File: src/rtl/reg_pipe_pkg.sv
// Shared helpers for the register-pipeline and FIFO family.
// cnt_w sizes an occupancy counter able to hold 0..depth inclusive.
package reg_pipe_pkg;

    function automatic int cnt_w(input int depth);
        return $clog2(depth + 1);
    endfunction

endpackage

File: src/rtl/reg_pipe_if.sv
// Handshake/data bundle for reg_pipe: the driver side is the master, the pipe is the slave.
interface reg_pipe_if #(
    parameter int WIDTH = 8,
    parameter int DEPTH = 3
);
    import reg_pipe_pkg::*;

    logic                      en;
    logic                      sclr;
    logic [WIDTH-1:0]          d;
    logic                      d_vld;
    logic [WIDTH-1:0]          q;
    logic                      q_vld;
    logic [cnt_w(DEPTH)-1:0]   count;

    modport master (
        output en, sclr, d, d_vld,
        input  q, q_vld, count
    );

    modport slave (
        input  en, sclr, d, d_vld,
        output q, q_vld, count
    );

endinterface

File: src/rtl/reg_stage.sv
// One pipeline stage: WIDTH-bit data register plus valid bit.
// Async power-on reset, sync flush (sclr) overriding the shift enable.
module reg_stage #(
    parameter int               WIDTH     = 8,
    parameter logic [WIDTH-1:0] RESET_VAL = '0,
    parameter bit               CLR_DATA  = 1'b1
) (
    input  logic             clk,
    input  logic             rst,
    input  logic             en_i,
    input  logic             sclr_i,
    input  logic [WIDTH-1:0] d_i,
    input  logic             vld_i,
    output logic [WIDTH-1:0] q_o,
    output logic             vld_o
);
    logic [WIDTH-1:0] data_q, data_d;
    logic             vld_q, vld_d;

    always_comb begin
        data_d = data_q;
        vld_d  = vld_q;
        if (sclr_i) begin
            vld_d = 1'b0;
            // With CLR_DATA=0 a flush only kills the valid bit; data keeps its last value.
            if (CLR_DATA) begin
                data_d = RESET_VAL;
            end
        end else if (en_i) begin
            data_d = d_i;
            vld_d  = vld_i;
        end
    end

    always_ff @(posedge clk or posedge rst) begin
        if (rst) begin
            data_q <= RESET_VAL;
            vld_q  <= 1'b0;
        end else begin
            data_q <= data_d;
            vld_q  <= vld_d;
        end
    end

    assign q_o   = data_q;
    assign vld_o = vld_q;

endmodule

File: src/rtl/reg_pipe.sv
// DEPTH-stage register pipeline with per-stage valid and a registered occupancy count.
// Latency DEPTH enabled edges; en=0 stalls every stage, sclr flushes and wins over en.
module reg_pipe
    import reg_pipe_pkg::*;
#(
    parameter int               WIDTH     = 8,
    parameter int               DEPTH     = 3,
    parameter logic [WIDTH-1:0] RESET_VAL = '0,
    parameter bit               CLR_DATA  = 1'b1
) (
    input  logic      clk,
    input  logic      rst,
    reg_pipe_if.slave bus
);
    localparam int CW = cnt_w(DEPTH);

    logic [DEPTH:0][WIDTH-1:0] dat;
    logic [DEPTH:0]            vld;
    logic [CW-1:0]             count_q, count_d;

    assign dat[0] = bus.d;
    assign vld[0] = bus.d_vld;

    for (genvar i = 0; i < DEPTH; i++) begin : g_stage
        reg_stage #(
            .WIDTH     (WIDTH),
            .RESET_VAL (RESET_VAL),
            .CLR_DATA  (CLR_DATA)
        ) u_stage (
            .clk    (clk),
            .rst    (rst),
            .en_i   (bus.en),
            .sclr_i (bus.sclr),
            .d_i    (dat[i]),
            .vld_i  (vld[i]),
            .q_o    (dat[i+1]),
            .vld_o  (vld[i+1])
        );
    end

    // Modular add-then-subtract is exact at full occupancy: the intermediate wrap cancels.
    always_comb begin
        count_d = count_q;
        if (bus.sclr) begin
            count_d = '0;
        end else if (bus.en) begin
            count_d = count_q + CW'(bus.d_vld) - CW'(vld[DEPTH]);
        end
    end

    always_ff @(posedge clk or posedge rst) begin
        if (rst) begin
            count_q <= '0;
        end else begin
            count_q <= count_d;
        end
    end

    assign bus.q     = dat[DEPTH];
    assign bus.q_vld = vld[DEPTH];
    assign bus.count = count_q;

endmodule

File: src/flat_wrapper.sv
// flat-port wrapper written by rule: the top's interface ports become plain ports
module reg_pipe_flat import reg_pipe_pkg::*;
#(
    parameter int               WIDTH     = 8,
    parameter int               DEPTH     = 3,
    parameter logic [WIDTH-1:0] RESET_VAL = '0,
    parameter bit               CLR_DATA  = 1'b1
)
  (clk, rst, bus_en, bus_sclr, bus_d, bus_d_vld, bus_q, bus_q_vld, bus_count);
  reg_pipe_if #(.WIDTH(WIDTH), .DEPTH(DEPTH)) bus_i ();
  input  logic clk;
  input  logic rst;
  input wire logic [$bits(bus_i.en)-1:0] bus_en;
  input wire logic [$bits(bus_i.sclr)-1:0] bus_sclr;
  input wire logic [$bits(bus_i.d)-1:0] bus_d;
  input wire logic [$bits(bus_i.d_vld)-1:0] bus_d_vld;
  output wire logic [$bits(bus_i.q)-1:0] bus_q;
  output wire logic [$bits(bus_i.q_vld)-1:0] bus_q_vld;
  output wire logic [$bits(bus_i.count)-1:0] bus_count;
  assign bus_i.en = bus_en;
  assign bus_i.sclr = bus_sclr;
  assign bus_i.d = bus_d;
  assign bus_i.d_vld = bus_d_vld;
  assign bus_q = bus_i.q;
  assign bus_q_vld = bus_i.q_vld;
  assign bus_count = bus_i.count;
  reg_pipe #(.WIDTH(WIDTH), .DEPTH(DEPTH), .RESET_VAL(RESET_VAL), .CLR_DATA(CLR_DATA)) u_core (.clk(clk), .rst(rst), .bus(bus_i));
endmodule
File: config.mk
export PLATFORM = sky130hd
export DESIGN_NAME = reg_pipe_flat
export DESIGN_NICKNAME = d
export VERILOG_FILES = /design/src/rtl/reg_pipe_pkg.sv /design/src/rtl/reg_pipe_if.sv /design/src/rtl/reg_stage.sv /design/src/rtl/reg_pipe.sv /design/src/flat_wrapper.sv
export SDC_FILE = /design/constraint.sdc
export NUM_CORES = 1
export LEC_CHECK = 0
export CORE_MARGIN = 8
export CORE_UTILIZATION = 55
export CTS_BUF_LIST = sky130_fd_sc_hd__clkbuf_2
export DETAILED_ROUTE_END_ITERATION = 10
export PLACE_DENSITY = 0.88
export SYNTH_ARGS = -nofsm -noshare
export SYNTH_HDL_FRONTEND = slang
export SYNTH_SLANG_ARGS = --single-unit
File: constraint.sdc
create_clock -name clk -period 3 [get_ports clk]
set_input_delay 0.45 -clock clk [delete_from_list [all_inputs] [get_ports clk]]
set_output_delay 0.45 -clock clk [all_outputs]
set_load 0.005 [all_outputs]
==> results of run 1 <==
==> power groups by stage <==
stage	sequential [uW]	clock, uW	combinational, uW
2_1_floorplan	419	0	61.8
3_3_place_gp	420	0	78.1
3_5_place_dp	421	0	81.8
4_1_cts	414	182	81.7
5_1_grt	416	203	90.2
6_report	414	177	79.8
==> cells in the final DEF (no fill, tap or decap) <==
cell	count
ha_1	2
clkinv_2	1
xor2_1	1
clkinv_1	2
buf_2	1
clkdlybuf4s50_1	22
a31o_1	1
nand2b_1	1
dfrtp_1	29
nor2_1	29
a21oi_2	1
mux2i_1	28
buf_4	1
inv_1	3
clkbuf_2	5
==> kinds of logic (layout without fill, tap and decap cells) <==
family                   count (synthesis)  in the layout  share of synthesized area
buffers and inverters                   18             35                      0.119
AND/OR/NAND/NOR                         30             30                     0.0865
AO/OA/AOI/OAI                            2              2                     0.0132
adder cells (fa/ha/maj)                  2              2                     0.0188
multiplexers                            28             28                      0.211
XOR/XNOR                                 1              1                    0.00659
flip-flops                              29             29                      0.546
==> per-layer routing <==
| metal | up-vias | wire (um) | share of wire | track usage |
|---|---|---|---|---|
| met4 | 0 | 17 | 0.0082 | 0.0409 |
| met1 | 388 | 908 | 0.44 | 0.124 |
| met5 | - | 0 | 0 | 0 |
| met3 | 5 | 149 | 0.072 | 0.0408 |
| li1 | 378 | - | - | - |
| met2 | 27 | 1000 | 0.48 | 0.182 |
==> through the flow <==
stage | instances | cell area [um2] | total power, uW | hold WS (ns)
after floorplan | 110 | 1330 | 481 | 0.486
after global placement | 149 | 1450 | 498 | 0.502
after detailed placement | 149 | 1450 | 503 | 0.510
after CTS | 157 | 1490 | 678 | 0.538
after global routing | 157 | 1490 | 709 | 0.566
final | 157 | 1490 | 670 | 0.539
==> path summary, 6_finish.rpt <==
path | start | to | slack (ns) | cells past startpoint
max in group asynchronous | rst | u_core.g_stage[1].u_stage.q_o[4] | 1.71 | 2
min in group asynchronous | rst | u_core.g_stage[1].u_stage.q_o[0] | 0.66 | 2
worst min-delay path | u_core.g_stage[0].u_stage.q_o[3] | u_core.g_stage[0].u_stage.q_o[3] | 0.54 | 2
worst max register to register | u_core.bus.count[0] | u_core.bus.count[1] | 1.44 | 7
worst max-delay path | u_core.g_stage[2].u_stage.vld_o | bus_q_vld | 1.30 | 1
worst min register to register | u_core.g_stage[0].u_stage.q_o[3] | u_core.g_stage[0].u_stage.q_o[3] | 0.54 | 2
==> cell type report <==
cell class	instances	area, um2
Tap cell	30	37.5
Inverter	3	11.3
Fill cell	212	896
Multi-Input combinational cell	63	447
Timing Repair Buffer	24	233
Clock buffer	5	25.0
Clock inverter	3	12.5
Sequential cell	29	726
==> registers in the layout, indices dropped and copies added, names as in the netlist <==
signal	flops
u_core.g_stage.u_stage.q_o	24
u_core.g_stage.u_stage.vld_o	3
u_core.bus.count	2
==> impl_metrics.toml, run 1 <==
[sta]
setup_violations = 0
finalCriticalPeriod_ns = 1.70
maxSlewViolCount = 0
max_freq_ghz = 0.588
clock_skew_ns = 0.00825
worst_slew_pin_slew_ns = 1.05
rsz0062_at_grt = "false"
final.setup.worst_slack_ns = 1.30
finalSetupTns_ns = 0
report.final.hold_viol_count = 0
fin_crit_sh = 0.567
slew_headroom = 0.302

[setup_path]
cpLargestDelayFamily = "buffers and inverters"
worst-path-max-fanout = 3
end_kind = "primary output"
arrival_ns = 1.25
cp.required_ns = 2.55
max_stage_delay_ns = 0.51
crit_slowest_cell = "clkdlybuf4s50_1"
cp-start-kind = "flop"
path_buf_inv = 1
critical_path_class = "flop to primary output"
worstPathCellList = "clkdlybuf4s50_1"

[drt]
post-route-drc-count = 0
viasPerCell = 5.08
antenna_left = 0
wl_per_cell_um = 13.2
drt-initial-drc-count = 34
dr.pass1.iters = 4
drt-total-wl_um = 2080
vias = 798

[clocking]
clock_latency_ns = 0.33
cts_buffers = 5
cts_hold_buf = 0
cts_tree = "built"
cts_setup_buffers = 0
ctsResizeCount = 0
clk_pin_slew_ns = 0.14
clock-sinks = 29
cts_root_buf = "clkbuf_2"
htree_levels = 2
clk_path_buf_depth = 2

[grt]
grt_first_pass_wirelength_um = 3710
grt_antenna_before_repair = 0
grt_pass1_vias = 852
grt_max_degree = 31
grt_usage = 0.109
grt_overflow_total = 0

[finish]
fin_util = 0.625
area_delta_synth_final_pct = 12.1
fin_nets = 141
num_antenna_cells = 0
drive_gt1_frac = 0.0709

[power]
p_per_area_mw_per_mm2 = 449
max-vdd-ir-drop_mv = 0.331
p_clk_frac = 0.263
p_leak_uw = 0.000770
switching_share = 0.257
p_int_uw = 498
power.share.sequential = 0.617
power.switching_uw = 172
combPwrFrac = 0.119

[synth]
synth.largest_area_cell = "dfrtp_1"
synth-async-reset-ratio = 1.00
syn-num-nets = 125
synth_top_area_frac = 0.546
synth_edf_count = 0
ys_ff_latch = 29
syn_avg_cell_area_um2 = 12.1
yosys-top-cells-area = "dfrtp_1 (55%), mux2i_1 (21%), nor2_1 (8.2%)"
yosysWarnings = 0
synth_area_mm2 = 0.00133
ys_top_cells_by_count = "dfrtp_1 (29), nor2_1 (29), mux2i_1 (28)"
synthCells = 110
synthDistinctLibCells = 13
ys_seq_area_frac = 0.546
synthFlopType = "dfrtp_1"

[placement]
gp_congestion = 0.683
dp_slack_ns = 1.23
port-buffer-count = 23
dp_hpwl_um = 1480

[floorplan]
initial_utilization = 0.557
dieArea_mm2 = 0.00425
rows = 18
ioPinCount = 24
fp.coreArea_mm2 = 0.00239
die_x_um = 65.2
die_h_um = 65.2

[status]
outcome = "finished, final reports clean"

[hold_path]
min_path_type = "flop to flop"

[flow_run]
maxCapViolations = 0
(Power assumes the default switching activity.)
==> run 2: changes to the inputs <==
CORE_UTILIZATION = 48   (was 55)
PLACE_DENSITY = 0.82   (was 0.88)
clock period = 1.4 ns   (was 3 ns; I/O delays follow)
==> run 2 against run 1 <==
The flow now finishes with violations (setup timing). Power grew 120%. Wire length is 7.0% higher. First-iteration DRC count fell by 32%. Critical endpoint is now u_core.bus.count[1]. Highest routed layer unchanged.
==> impl_metrics.toml, run 2 (synthesis gave the netlist of run 1 again) <==
[status]
outcome = "finished with violations"
violations = "setup timing"

[setup_path]
reg2reg_slack_ns = -0.02
r2r_start = "u_core.bus.count[0]"
critical_path_class = "flop to flop"
cp.required_ns = 1.64
reg2reg_depth = 7
worst-path-max-fanout = 2
end_kind = "flop"
r2r_end = "u_core.bus.count[1]"
arrival_ns = 1.65
cp-start-kind = "flop"

[floorplan]
die_h_um = 68.6
rows = 19
die_x_um = 68.6
dieArea_mm2 = 0.00471
initial_utilization = 0.495
ioPinCount = 24
fp.coreArea_mm2 = 0.00269

[grt]
grt_antenna_before_repair = 0
grt_usage = 0.115
grt_overflow_total = 0
grt_max_degree = 31
grt_first_pass_wirelength_um = 3840
grt_pass1_vias = 866

[placement]
place_area_mm2 = 0.00152
dp_slack_ns = -0.0721
gp_congestion = 0.661
port-buffer-count = 23
placed_cells = 155
dp_hpwl_um = 1560

[sta]
slew_headroom = 0.758
fin_crit_sh = 1.01
maxSlewViolCount = 0
final.setup.worst_slack_ns = -0.0156
clock_skew_ns = 0.0112
fin_hold_ws_ns = 0.221
setup_violations = 1
max_freq_ghz = 0.706
report.final.hold_viol_count = 0
rsz0062_at_grt = "true"
worst_slew_pin_slew_ns = 0.362
finalCriticalPeriod_ns = 1.42

[flow_run]
maxCapViolations = 0

[finish]
fin_cells = 164
area_delta_synth_final_pct = 18.3
num_antenna_cells = 0
largest_register_ffs = 24
final_area_mm2 = 0.00157
drive_gt1_frac = 0.158
fin_nets = 148
n_fill_cell = 237
mostFrequentLayoutCells = "nor2_1 (29), dfrtp_1 (29), mux2i_1 (28), clkdlybuf4s50_1 (11), dlygate4sd2_1 (10)"

[clocking]
clk_pin_slew_ns = 0.14
cts_hold_buf = 0
clk_path_buf_depth = 2
cts_buffers = 5
cts_root_buf = "clkbuf_2"
clock-sinks = 29
cts_tree = "built"
htree_levels = 2
clock_latency_ns = 0.34

[drt]
drt-total-wl_um = 2220
post-route-drc-count = 0
wl_per_cell_um = 13.5
dr.pass1.iters = 4
vias = 811
antenna_left = 0
viasPerCell = 4.95
drt-initial-drc-count = 23

[power]
p_per_area_mw_per_mm2 = 922
p_int_uw = 1090
p_leak_uw = 0.000855
max-vdd-ir-drop_mv = 0.684
power.total_uw = 1450
switching_share = 0.249
power.share.sequential = 0.611
p_clk_frac = 0.254
power.switching_uw = 362
combPwrFrac = 0.136

[hold_path]
min_path_type = "input port to asynchronous set/reset pin"
[run 2: cell count changes in the layout (fill, tap and decap cells not counted), sizes merged]
| cell | change |
|---|---|
| clkinv | -2 |
| clkdlybuf4s50 | -11 |
| buf | +7 |
| clkdlybuf4s15 | +1 |
| clkbuf | +1 |
| dlygate4sd2 | +10 |
[run 2: worst max-delay path by stage]
stage	start	to	slack, ns	cells past startpoint
CTS	u_core.bus.count[0]	u_core.bus.count[1]	-0.09	7
global placement	bus_d_vld	u_core.bus.count[1]	0.003	5
finish	u_core.bus.count[0]	u_core.bus.count[1]	-0.02	7
floorplan	u_core.bus.count[0]	u_core.bus.count[1]	0.001	7
global route	u_core.bus.count[0]	u_core.bus.count[1]	-0.07	7
detailed placement	u_core.bus.count[0]	u_core.bus.count[1]	-0.07	7
[run 2: worst max-delay path, cell delays in order (launching register included)]
cell     delay, ns
dfrtp_1       0.39
inv_2         0.05
ha_4          0.25
inv_2         0.04
ha_4          0.15
xor2_2        0.18
a21oi_2       0.07
a31o_1        0.18
[run 2: stage by stage]
step | setup TNS, ns | utilization
finish | -0.0156 | 0.586
global route | -0.0991 | 0.586
CTS | -0.0868 | 0.577
detailed placement | -0.0721 | 0.564
global placement | 0 | 0.564
floorplan | 0 | -
[run 2: power groups by stage]
stage               clock, uW  combinational [uW]  sequential, uW
finish                    368                 197             886
floorplan                   0                 135             898
CTS                       395                 192             886
global placement            0                 187             900
global route              426                 224             891
detailed placement          0                 194             903
[run 2: what timing repair did]
action                     4_1_cts  5_1_grt
setup endpoints to repair       12        2
cloned                           0        0
pin swaps                        3        3
buffers inserted                 2        0
gates resized for setup         11        5
[run 2: routing by layer]
metal	share of wire	GRT usage	vias up	routed length (um)
met5	0	0	-	0
met4	0.024	0.0691	0	53
met3	0.054	0.0517	4	119
met2	0.52	0.197	16	1160
met1	0.40	0.110	400	893
li1	-	-	391	-
[run 2: final cells by class]
cell class | instances | area (um2) | share of cell area
multi-input cells | 63 | 479 | 0.304
inverters | 3 | 11.3 | 0.00715
flip-flops and latches | 29 | 726 | 0.461
repair buffers | 31 | 285 | 0.181
clock inverters | 1 | 3.75 | 0.00238
clock buffers | 6 | 30.0 | 0.0191
well taps | 31 | 38.8 | 0.0246
